**config.mk**
```make
export PLATFORM = sky130hd
export DESIGN_NAME = uart_tx_ctrl_flat
export DESIGN_NICKNAME = d
export VERILOG_FILES = /design/src/rtl/uart_tx_pkg.sv /design/src/rtl/uart_tx_ctrl_if.sv /design/src/rtl/uart_tx_parity_calc.sv /design/src/rtl/uart_tx_ctrl.sv /design/src/flat_wrapper.sv
export SDC_FILE = /design/constraint.sdc
export NUM_CORES = 1
export LEC_CHECK = 0
export ABC_CLOCK_PERIOD_IN_PS = 1900
export CORE_AREA = 4 4 46 48
export CTS_BUF_LIST = sky130_fd_sc_hd__clkbuf_8
export DETAILED_ROUTE_END_ITERATION = 7
export DIE_AREA = 0 0 50 52
export PLACE_DENSITY = 0.79
export SLEW_MARGIN = 40
export SYNTH_ARGS = -nofsm -noshare
export SYNTH_HDL_FRONTEND = slang
export SYNTH_HIERARCHICAL = 1
export SYNTH_SLANG_ARGS = --single-unit
```
**constraint.sdc**
```tcl
create_clock -name CLK -period 1.9 [get_ports CLK]
set_clock_uncertainty 0.15 [all_clocks]
set_input_delay 0.19 -clock CLK [delete_from_list [all_inputs] [get_ports CLK]]
set_output_delay 0.19 -clock CLK [all_outputs]
set_load 0.05 [all_outputs]
```
**src/rtl/uart_tx_pkg.sv**
```systemverilog
// uart_tx_pkg
//   Shared types and constants for the UART transmit frame sequencer.
//   - tx_state_t : frame sequencer state encoding (3 bits)
//   - PAR_EVEN / PAR_ODD : values of the PAR_TYP input
package uart_tx_pkg;

  typedef enum logic [2:0] {
    IDLE   = 3'd0,
    START  = 3'd1,
    DATA   = 3'd2,
    PARITY = 3'd3,
    STOP   = 3'd4
  } tx_state_t;

  localparam logic PAR_EVEN = 1'b0;
  localparam logic PAR_ODD  = 1'b1;

endpackage

```
**src/rtl/uart_tx_ctrl_if.sv**
```systemverilog
// uart_tx_ctrl_if
//   Host-side byte handshake of the UART transmit path.
//   master (host)      : drives P_DATA_IN, DATA_VALID, PAR_EN, PAR_TYP; reads READY
//   slave  (sequencer) : reads P_DATA_IN, DATA_VALID, PAR_EN, PAR_TYP; drives READY
//   A byte is transferred on a rising edge where DATA_VALID & READY.
interface uart_tx_ctrl_if #(
  parameter int DATA_WIDTH = 8
);
  logic [DATA_WIDTH-1:0] P_DATA_IN;
  logic                  DATA_VALID;
  logic                  PAR_EN;
  logic                  PAR_TYP;
  logic                  READY;

  modport master (
    output P_DATA_IN, DATA_VALID, PAR_EN, PAR_TYP,
    input  READY
  );

  modport slave (
    input  P_DATA_IN, DATA_VALID, PAR_EN, PAR_TYP,
    output READY
  );
endinterface

```
**src/rtl/uart_tx_parity_calc.sv**
```systemverilog
// uart_tx_parity_calc
//   Combinational parity bit for one payload word.
//   data    in  DATA_WIDTH  payload
//   par_typ in  1           PAR_EVEN / PAR_ODD
//   par_bit out 1           bit that makes the total count of ones even / odd
module uart_tx_parity_calc
  import uart_tx_pkg::*;
#(
  parameter int DATA_WIDTH = 8
) (
  input  logic [DATA_WIDTH-1:0] data,
  input  logic                  par_typ,
  output logic                  par_bit
);

  assign par_bit = (par_typ == PAR_ODD) ? ~^data : ^data;

endmodule

```
**src/rtl/uart_tx_ctrl.sv**
```systemverilog
// uart_tx_ctrl
//   Frame sequencer for the UART transmit path. Accepts a byte from the host,
//   latches it for the serializer, enables the serializer and builds the line
//   as start bit, serializer data, optional parity bit, stop bit.
//   Optional feature macro: UART_TX_PARITY_EN (builds the PARITY state and
//   parity register; without it PAR_EN/PAR_TYP are ignored).
//
//   CLK       in   bit clock, one clock per line bit
//   RST       in   asynchronous active-low reset
//   host      if   slave side: P_DATA_IN, DATA_VALID, PAR_EN, PAR_TYP, READY
//   Ser_Data  in   serial bit from serializer
//   Ser_Done  in   serializer last-bit flag
//   P_DATA    out  latched payload to serializer
//   Ser_En    out  serializer enable
//   TX_OUT    out  UART line
//   BUSY      out  frame in progress
//   SER_ERR   out  one-cycle pulse when the serializer overruns
//
//   state  | meaning
//   IDLE   | line high, waiting for a byte
//   START  | start bit (0) on line, serializer loading
//   DATA   | serializer bits on line, LSB first
//   PARITY | parity bit on line
//   STOP   | stop bit (1) on line; may accept the next byte
module uart_tx_ctrl
  import uart_tx_pkg::*;
#(
  parameter int DATA_WIDTH = 8
) (
  input  logic                  CLK,
  input  logic                  RST,
  uart_tx_ctrl_if.slave         host,
  input  logic                  Ser_Data,
  input  logic                  Ser_Done,
  output logic [DATA_WIDTH-1:0] P_DATA,
  output logic                  Ser_En,
  output logic                  TX_OUT,
  output logic                  BUSY,
  output logic                  SER_ERR
);

  localparam int CNT_W = $clog2(DATA_WIDTH + 1);

  tx_state_t        state;
  logic [CNT_W-1:0] bit_cnt;
  logic             accept;

  assign host.READY = (state == IDLE) || (state == STOP);
  assign accept     = host.DATA_VALID && host.READY;

`ifdef UART_TX_PARITY_EN
  // PAR_TYP only matters through parity_q, which is fixed at accept time.
  logic par_en_q;
  logic parity_q;
  logic parity_next;

  uart_tx_parity_calc #(
    .DATA_WIDTH (DATA_WIDTH)
  ) u_parity_calc (
    .data    (host.P_DATA_IN),
    .par_typ (host.PAR_TYP),
    .par_bit (parity_next)
  );
`else
  logic unused_par_cfg;
  assign unused_par_cfg = host.PAR_EN ^ host.PAR_TYP;
`endif

  always_ff @(posedge CLK or negedge RST) begin
    if (!RST) begin
      state    <= IDLE;
      P_DATA   <= '0;
      bit_cnt  <= '0;
      SER_ERR  <= 1'b0;
`ifdef UART_TX_PARITY_EN
      par_en_q <= 1'b0;
      parity_q <= 1'b0;
`endif
    end else begin
      SER_ERR <= 1'b0;
      if (accept) begin
        P_DATA   <= host.P_DATA_IN;
`ifdef UART_TX_PARITY_EN
        par_en_q <= host.PAR_EN;
        parity_q <= parity_next;
`endif
      end
      case (state)
        IDLE:   if (accept) state <= START;
        START: begin
          bit_cnt <= '0;
          state   <= DATA;
        end
        DATA: begin
          if (Ser_Done) begin
`ifdef UART_TX_PARITY_EN
            state <= par_en_q ? PARITY : STOP;
`else
            state <= STOP;
`endif
          end else begin
            bit_cnt <= bit_cnt + CNT_W'(1);
            // Last expected bit went by without Ser_Done: serializer overran.
            if (bit_cnt == CNT_W'(DATA_WIDTH - 1)) begin
              SER_ERR <= 1'b1;
              state   <= STOP;
            end
          end
        end
`ifdef UART_TX_PARITY_EN
        PARITY: state <= STOP;
`endif
        STOP:    state <= accept ? START : IDLE;
        default: state <= IDLE;
      endcase
    end
  end

  // Line mux follows state directly so an async reset forces the line high.
  always_comb begin
    TX_OUT = 1'b1;
    case (state)
      START:  TX_OUT = 1'b0;
      DATA:   TX_OUT = Ser_Data;
`ifdef UART_TX_PARITY_EN
      PARITY: TX_OUT = parity_q;
`endif
      default: TX_OUT = 1'b1;
    endcase
  end

  assign Ser_En = (state == START) || ((state == DATA) && !Ser_Done);
  assign BUSY   = (state != IDLE);

endmodule

```
**src/flat_wrapper.sv**
```systemverilog
// flat-port wrapper written by rule: the top's interface ports become plain ports
module uart_tx_ctrl_flat import uart_tx_pkg::*;
#(
  parameter int DATA_WIDTH = 8
)
  (CLK, RST, Ser_Data, Ser_Done, P_DATA, Ser_En, TX_OUT, BUSY, SER_ERR, host_P_DATA_IN, host_DATA_VALID, host_PAR_EN, host_PAR_TYP, host_READY);
  uart_tx_ctrl_if #(.DATA_WIDTH(DATA_WIDTH)) host_i ();
  input  logic CLK;
  input  logic RST;
  input  logic Ser_Data;
  input  logic Ser_Done;
  output logic [DATA_WIDTH-1:0] P_DATA;
  output logic Ser_En;
  output logic TX_OUT;
  output logic BUSY;
  output logic SER_ERR;
  input wire logic [$bits(host_i.P_DATA_IN)-1:0] host_P_DATA_IN;
  input wire logic [$bits(host_i.DATA_VALID)-1:0] host_DATA_VALID;
  input wire logic [$bits(host_i.PAR_EN)-1:0] host_PAR_EN;
  input wire logic [$bits(host_i.PAR_TYP)-1:0] host_PAR_TYP;
  output wire logic [$bits(host_i.READY)-1:0] host_READY;
  assign host_i.P_DATA_IN = host_P_DATA_IN;
  assign host_i.DATA_VALID = host_DATA_VALID;
  assign host_i.PAR_EN = host_PAR_EN;
  assign host_i.PAR_TYP = host_PAR_TYP;
  assign host_READY = host_i.READY;
  uart_tx_ctrl #(.DATA_WIDTH(DATA_WIDTH)) u_core (.CLK(CLK), .RST(RST), .host(host_i), .Ser_Data(Ser_Data), .Ser_Done(Ser_Done), .P_DATA(P_DATA), .Ser_En(Ser_En), .TX_OUT(TX_OUT), .BUSY(BUSY), .SER_ERR(SER_ERR));
endmodule
```
**Word level (Yosys, flattened, before mapping)**

Cells that the tools add are included.

- Reductions and logical operators: 10
- Add/sub/neg operators: 1
- Equal/unequal tests: 7
- Mux-type cells: 11

Operators with widths:

| operator | count |
|---|---|
| one-hot mux 3 bit (4 select lines) | 1 |
| two-way mux 3 bit | 3 |
| one-hot mux 4 bit (2 select lines) | 1 |
| adder 4 x 1 -> 4 bit, second input constant | 1 |
| == test 4 x 3 -> 1 bit, second input constant | 1 |
| two-way mux 1 bit | 4 |
| two-way mux 4 bit | 1 |
| AND reduction 2 bit | 2 |
| == test 3 x 1 -> 1 bit, second input constant | 1 |
| == test 3 x 2 -> 1 bit, second input constant | 1 |
| == test 3 bit, second input constant | 1 |
| zero test 3 bit | 1 |
| inequality test 3 x 2 -> 1 bit, second input constant | 1 |
| nonzero test 3 bit | 1 |
| logical AND 1 bit | 2 |
| logical OR 1 bit | 2 |
| inequality test 2 x 1 -> 1 bit, second input constant | 1 |
| inequality test 2 bit, second input constant | 1 |
| one-hot mux 1 bit (2 select lines) | 1 |
| nonzero test 2 bit | 1 |
| zero test 1 bit | 1 |

- Register bits after elaboration: 16
- Output and inout port bits: 13
- Input port bits: 15

**Logic depth before layout (Yosys ltp)**

- Word-level depth: 5
- Depth in mapped cells: 4

**Worst setup path before layout**

No wires, ideal clock.

- Path kind: flip-flop to flip-flop
- Start point: reg u_core.state[0]
- End point: reg u_core.P_DATA[0]
- Clock period less this slack: 2.031 ns
- Buffers on the path: 1
- Setup time: 0.125 ns
- Stages on the path, launching flop included: 5
- Arrival: 1.757 ns
- Required time: 1.625 ns
- Slack: -0.131 ns
- Cell sequence: dfrtp_1 nor2_1 and2_1 buf_4 mux2_2

- Word-level cells in the longest chain between the ends: 3
- Elaborated cells between the ends (all ways): 4
- Those cells by class: 1 x eq/ne; 3 x reduce/logical

RTL lines:

| element | RTL line | text |
|---|---|---|
| start, declared | uart_tx_ctrl.sv:44 | `tx_state_t state;` |
| start signal, assigned | uart_tx_ctrl.sv:113 | `STOP: state <= accept ? START : IDLE;` |
| == test 3 bit or zero test 3 bit (tied branches) | uart_tx_ctrl.sv:48 | `assign host.READY = (state == IDLE) \|\| (state == STOP);` |
| logical OR 1 bit (*) | uart_tx_ctrl.sv:48 |  |
| via host_READY | flat_wrapper.sv:21 | `output wire logic [$bits(host_i.READY)-1:0] host_READY;` |
| logical AND 1 bit (*) | uart_tx_ctrl.sv:49 | `assign accept = host.DATA_VALID && host.READY;` |
| end signal, assigned | uart_tx_ctrl.sv:82 | `P_DATA <= host.P_DATA_IN;` |
| end, declared | uart_tx_ctrl.sv:35 | `output logic [DATA_WIDTH-1:0] P_DATA,` |

Mark *: on every way through the listed nets, which the timed path passes. The rest lies on a longest branch.
A chain may end at the register's enable or synchronous reset.

**Final worst setup path**

- Start point: reg u_core.state[1]
- End point: out TX_OUT

- Word-level cells in the longest chain between the ends: 2
- Elaborated cells between the ends (all ways): 3
- Those cells by class: 2 x eq/ne; 1 x mux

RTL lines:

| element | RTL line | text |
|---|---|---|
| == test 3 x 2 -> 1 bit or == test 3 x 1 -> 1 bit (tied branches) | uart_tx_ctrl.sv:122 | `case (state)` |
| one-hot mux 1 bit (2 select lines) (*) | uart_tx_ctrl.sv:122 |  |
| end, declared | flat_wrapper.sv:14 | `output logic TX_OUT;` |

Every way passes the cells marked *; elsewhere a longest branch is shown, timed or not.

==> results.cfg <==
[clock_network]
cts.htree.levels = 1
ctsResizeCount = 0
clockRootBuffer = clkbuf_8
cts.clk_slew.worst_paths_ps = 70
cts.sinks = 16
post_cts_buffers = 0
cts_tree = yes
cts_buffers = 3
clk_latency_ps = 250
clockBufferDepth = 2
cts_hold_buffers = 0

[synth]
yosysWarnings = 6
synth-edff-count = 0
async_reset_ff_share_pct = 100
syn_area_um2 = 754
yosysSeqAreaShare_pct = 53.1
netlist-cell-type-count = 28
ys.flop_type = dfrtp_1
synth_seq_cells = 16
syn_nets = 83
postSynthAreaPerCell_um2 = 11.3
netlist_instances = 67

[grt]
track_usage_pct = 13.9
grt_pass1_vias = 628
grt_first_pass_wirelength_um = 2730
grt_overflow = 0
grt_antenna_before_repair = 0
grt_max_degree = 17

[final_layout]
fin_nets = 112
finalInstanceArea_um2 = 1110
final_cell_mix = 21 x clkdlybuf4s50_1, 16 x dfrtp_1, 8 x mux2_2, 5 x buf_4
nFillCells = 141
multi_input_area_um2 = 327
fin_cells = 120
fin_util_pct = 64.9
final_common_cell = clkdlybuf4s50_1
regArea_um2 = 400
diodes = 0
layout-drive-gt1-share_pct = 21.1
areaGrowthSynthToFinish_pct = 46.9

[sta]
slew_headroom_pct = 66.4
hold_violations = 0
fmax_ghz = 0.557
drv_slew = 0
setup_viol = 0
tightest_slew_ps = 503
period_share_pct = 94.5
grt_setup_unrepaired = no
fin_crit_ps = 1800

[flow_run]
maxCapViolCount = 0

[setup_path]
worstPathRequired_ps = 1560
critPathSlowestCell = dfrtp_1
crit_type = reg2out
r2r-start = u_core/state[1]
crit_fanout = 8
worstPathCellList = buf_4 > nand2b_1 > nor2_1 > o21bai_1 > buf_12
critical-path-max-stage-delay_ps = 460
critPathLaunch = u_core/state[1]
end_kind = output port
arrival_ps = 1460
setup.worst_path.start_class = flop

[power]
p_leak_nw = 0.471
vdd_drop_max_uv = 1310
power_density_nw_per_um2 = 1880

[floorplan]
core_area_um2 = 1710
io_pins = 28
die_w_um = 50
start_util_pct = 44.2
die_area_um2 = 2600
rows = 15
die_height_um = 52

[route]
drt-met1-wl_um = 652
routedWlPerCell_um = 13.5
wl_met3_um = 169
vias_per_cell = 5.19
num_vias = 623
wl_met2_um = 800
maxUsedRoutingLayer = met3
routed_wl_um = 1620
drc = 0
detail_route.iter0.violations = 9
firstDrtPassIters = 4
detail-route-antenna-nets = 0

[hold_path]
min_path_type = in2async

[run_status]
status = finished, final reports clean

[place]
place_congestion = 0.777
dp_hpwl_um = 1140
dpl-instance-area_um2 = 1050
io_buffers = 25
dp.cells = 116
==> registers in the layout, summed over array words and instances, names as in the netlist <==
signal          flops
u_core/P_DATA       8
u_core/SER_ERR      1
u_core/state        3
u_core/bit_cnt      4
==> cell families (layout without fill, tap and decap cells) <==
group	Yosys count	count (layout)	share of synthesized area, %
compound gates	12	12	11.6
simple gates	24	24	17.7
fa+ha+maj	1	1	1.66
flops	16	16	53.1
buf+inv	6	34	3.98
mux	8	8	11.9
==> Yosys cell counts (2+ instances only) <==
master,count,area (µm²)
dfrtp_1,16,400
mux2_2,8,90.1
clkbuf_1,2,7.51
inv_1,2,7.51
nand2b_1,3,18.8
nor2_1,5,18.8
nand2_1,3,11.3
o311ai_0,2,17.5
buf_4,2,15.0
o21bai_1,2,15.0
o21ai_0,2,10.0
nand3_1,3,15.0
or3_1,2,12.5
==> metal layers <==
layer	vias up	track usage (%)
met5	-	0
met4	0	2.30
met3	0	8.31
met2	27	24.6
met1	300	14.1
li1	296	-
==> power by group <==
group	total [W]	internal (W)	switching (W)	leakage, nW
logic	0.00119	0.000471	0.000721	0.241
clock network	0.000305	0.000184	0.000121	0.0288
registers	0.000585	0.000472	0.000112	0.201
total	0.00208	0.00113	0.000954	0.471
==> worst max-delay path: cells and delay by family, from the launching register on <==
kind                   cells  cell delay (ps)
flip-flops                 1              460
AO/OA/AOI/OAI              1              220
AND/OR/NAND/NOR            2              160
buffers and inverters      2              360
==> per-stage QoR <==
step / total power (W) / hold slack (ps) / setup TNS (ps) / setup WS (ps)
floorplan: 0.00137 / -256 / -0.625 / -0.625
global placement: 0.00176 / 339 / 0 / 160
detailed placement: 0.00179 / 344 / 0 / 136
CTS: 0.00210 / 109 / 0 / 91.5
global route: 0.00220 / 125 / 0 / 2.67
finish: 0.00208 / 109 / 0 / 104
==> final cells by class <==
| class | instances | area share (%) |
|---|---|---|
| Sequential cell | 16 | 36.1 |
| Multi-Input combinational cell | 45 | 29.5 |
| Timing Repair Buffer | 28 | 26.0 |
| Clock buffer | 4 | 4.97 |
| Tap cell | 25 | 2.82 |
| Inverter | 2 | 0.677 |
==> final timing paths <==
kind / end / slack [ps] / cells after the start
max: TX_OUT / 100 / 5
min: u_core/bit_cnt[2] / 110 / 2
max reg2reg: u_core/P_DATA[6] / 300 / 3
min reg2reg: u_core/P_DATA[3] / 360 / 1
max in group asynchronous: u_core/bit_cnt[1] / 1310 / 2
min in group CLK: u_core/P_DATA[3] / 360 / 1
(Power assumes the default switching activity.)
==> RTL edit (same flow settings) <==
`DATA_WIDTH` is set to 8 in 3 places; all go to 4.
--- a/src/rtl/uart_tx_ctrl_if.sv
+++ b/src/rtl/uart_tx_ctrl_if.sv
@@ -5,5 +5,5 @@
 //   A byte is transferred on a rising edge where DATA_VALID & READY.
 interface uart_tx_ctrl_if #(
-  parameter int DATA_WIDTH = 8
+  parameter int DATA_WIDTH = 4
 );
   logic [DATA_WIDTH-1:0] P_DATA_IN;
--- a/src/rtl/uart_tx_ctrl.sv
+++ b/src/rtl/uart_tx_ctrl.sv
@@ -26,5 +26,5 @@
   import uart_tx_pkg::*;
 #(
-  parameter int DATA_WIDTH = 8
+  parameter int DATA_WIDTH = 4
 ) (
   input  logic                  CLK,
--- a/src/flat_wrapper.sv
+++ b/src/flat_wrapper.sv
@@ -2,5 +2,5 @@
 module uart_tx_ctrl_flat import uart_tx_pkg::*;
 #(
-  parameter int DATA_WIDTH = 8
+  parameter int DATA_WIDTH = 4
 )
   (CLK, RST, Ser_Data, Ser_Done, P_DATA, Ser_En, TX_OUT, BUSY, SER_ERR, host_P_DATA_IN, host_DATA_VALID, host_PAR_EN, host_PAR_TYP, host_READY);
Interface: changed (resized P_DATA and host_P_DATA_IN); port bits go from 28 to 20. The function was not compared with the original's and may differ.
==> RTL edit against the unedited design <==
- routed wire length is 33% lower
- utilization decreased by 18 points
- synthesized area fell by 28%
- combinational power decreased by 24%
- first-iteration DRC count fell by 56%
- die area did not move
- critical path type unchanged
- register-to-register slack better by 60 ps
- worst setup slack better by 25 ps
- sequential cell count decreased by 5
- power shrank 26%
- final area shrank 28%
==> RTL edit: results (changes against the unedited design) <==
| Metric | Value |
|---|---|
| Register area share after synthesis | `50.57% (-2.5 points)` |
| DP Area | `749.5 µm² (-29%)` |
| Reg2Reg Setup Slack | `360 ps (+60 ps)` |
| # placed instances | `86 (-26%)` |
| Final net count | `79 (-29%)` |
| Pre-CTS setup slack | `308.6 ps (+172.2 ps)` |
| Vias per cell | `4.533 (-13%)` |
| Worst hold margin | `117.9 ps (+9.338 ps)` |
| First-pass GRT wire length | `1752 µm (-36%)` |
| Synth Net Count | `58 (-30%)` |
| Share of layout cells above drive strength 1 | `23.08% (+2.0 points)` |
| Peak VDD IR | `931.2 µV (-29%)` |
| Top cells by area, synth | `dfrtp_1 51%, mux2_4 11%, ha_1 4.6%` |
| Port bufs | `17 (-32%)` |
| Routed wire length | `1079 µm (-33%)` |
| Post-synth top cells | `11 x dfrtp_1, 4 x mux2_4, 4 x nand2b_1, 4 x nor2_1` |
| Iter 0 DRT Violations | `4 (-5)` |
| Detailed Place HPWL | `859.7 µm (-24%)` |
| Least-Margin Pin Slew | `503.8 ps (+0.9865 ps)` |
| RR Startpoint | `u_core/bit_cnt[0]` |
| Leakage Power | `0.3683 nW (-22%)` |
| GPL Wtd Cong | `0.7180 (-7.6%)` |
| Pin count of the biggest net entering global routing | `12 (-5)` |
| Status | `completed` |
| WL/cell | `11.99 µm (-11%)` |
-- RTL edit: per-layer routing --
metal | GRT usage (%) | wire length [µm] | vias up
li1 | - | - | 199
met1 | 10.34 | 431 | 200
met2 | 15.00 | 592 | 7
met3 | 4.585 | 40 | 2
met4 | 5.530 | 15 | 0
met5 | 0 | 0 | -
-- RTL edit: worst max-delay path by stage --
| stage | slack, ps | endpoint | start | cells past startpoint |
|---|---|---|---|---|
| 4_1_cts | 80 | Ser_En | u_core/state[0] | 4 |
| 3_5_place_dp | 310 | Ser_En | Ser_Done | 4 |
| 6_report | 130 | Ser_En | u_core/state[0] | 4 |
| 5_1_grt | 70 | Ser_En | u_core/state[0] | 4 |
| 3_3_place_gp | 320 | Ser_En | Ser_Done | 4 |
| 2_1_floorplan | 70 | u_core/P_DATA[0] | u_core/state[1] | 4 |
-- RTL edit: kinds of logic after synthesis --
family | share of synthesized area (%)
fa+ha+maj | 4.597
flops | 50.57
buf+inv | 2.758
simple gates | 18.39
mux | 11.03
compound gates | 12.64
-- RTL edit: layout make-up --
cell class | instances | area, µm²
Fill cell | 163 | 910.9
Sequential cell | 11 | 275.3
Multi-Input combinational cell | 32 | 256.5
Timing Repair Buffer | 17 | 185.2
Clock buffer | 3 | 41.29
Tap cell | 25 | 31.28
Clock inverter | 1 | 3.754
Inverter | 1 | 3.754
-- RTL edit: where the power goes --
part / internal (W) / switching [W] / leakage, nW
logic: 0.000382 / 0.000519 / 0.201
registers: 0.000324 / 0.0000883 / 0.140
clock network: 0.000141 / 0.0000842 / 0.0269
total: 0.000847 / 0.000691 / 0.368
-- RTL edit: repair_timing --
item | CTS | global route
hold buffers | 0 | 0
gates resized for setup | 0 | 1
setup endpoints to repair | 0 | 1
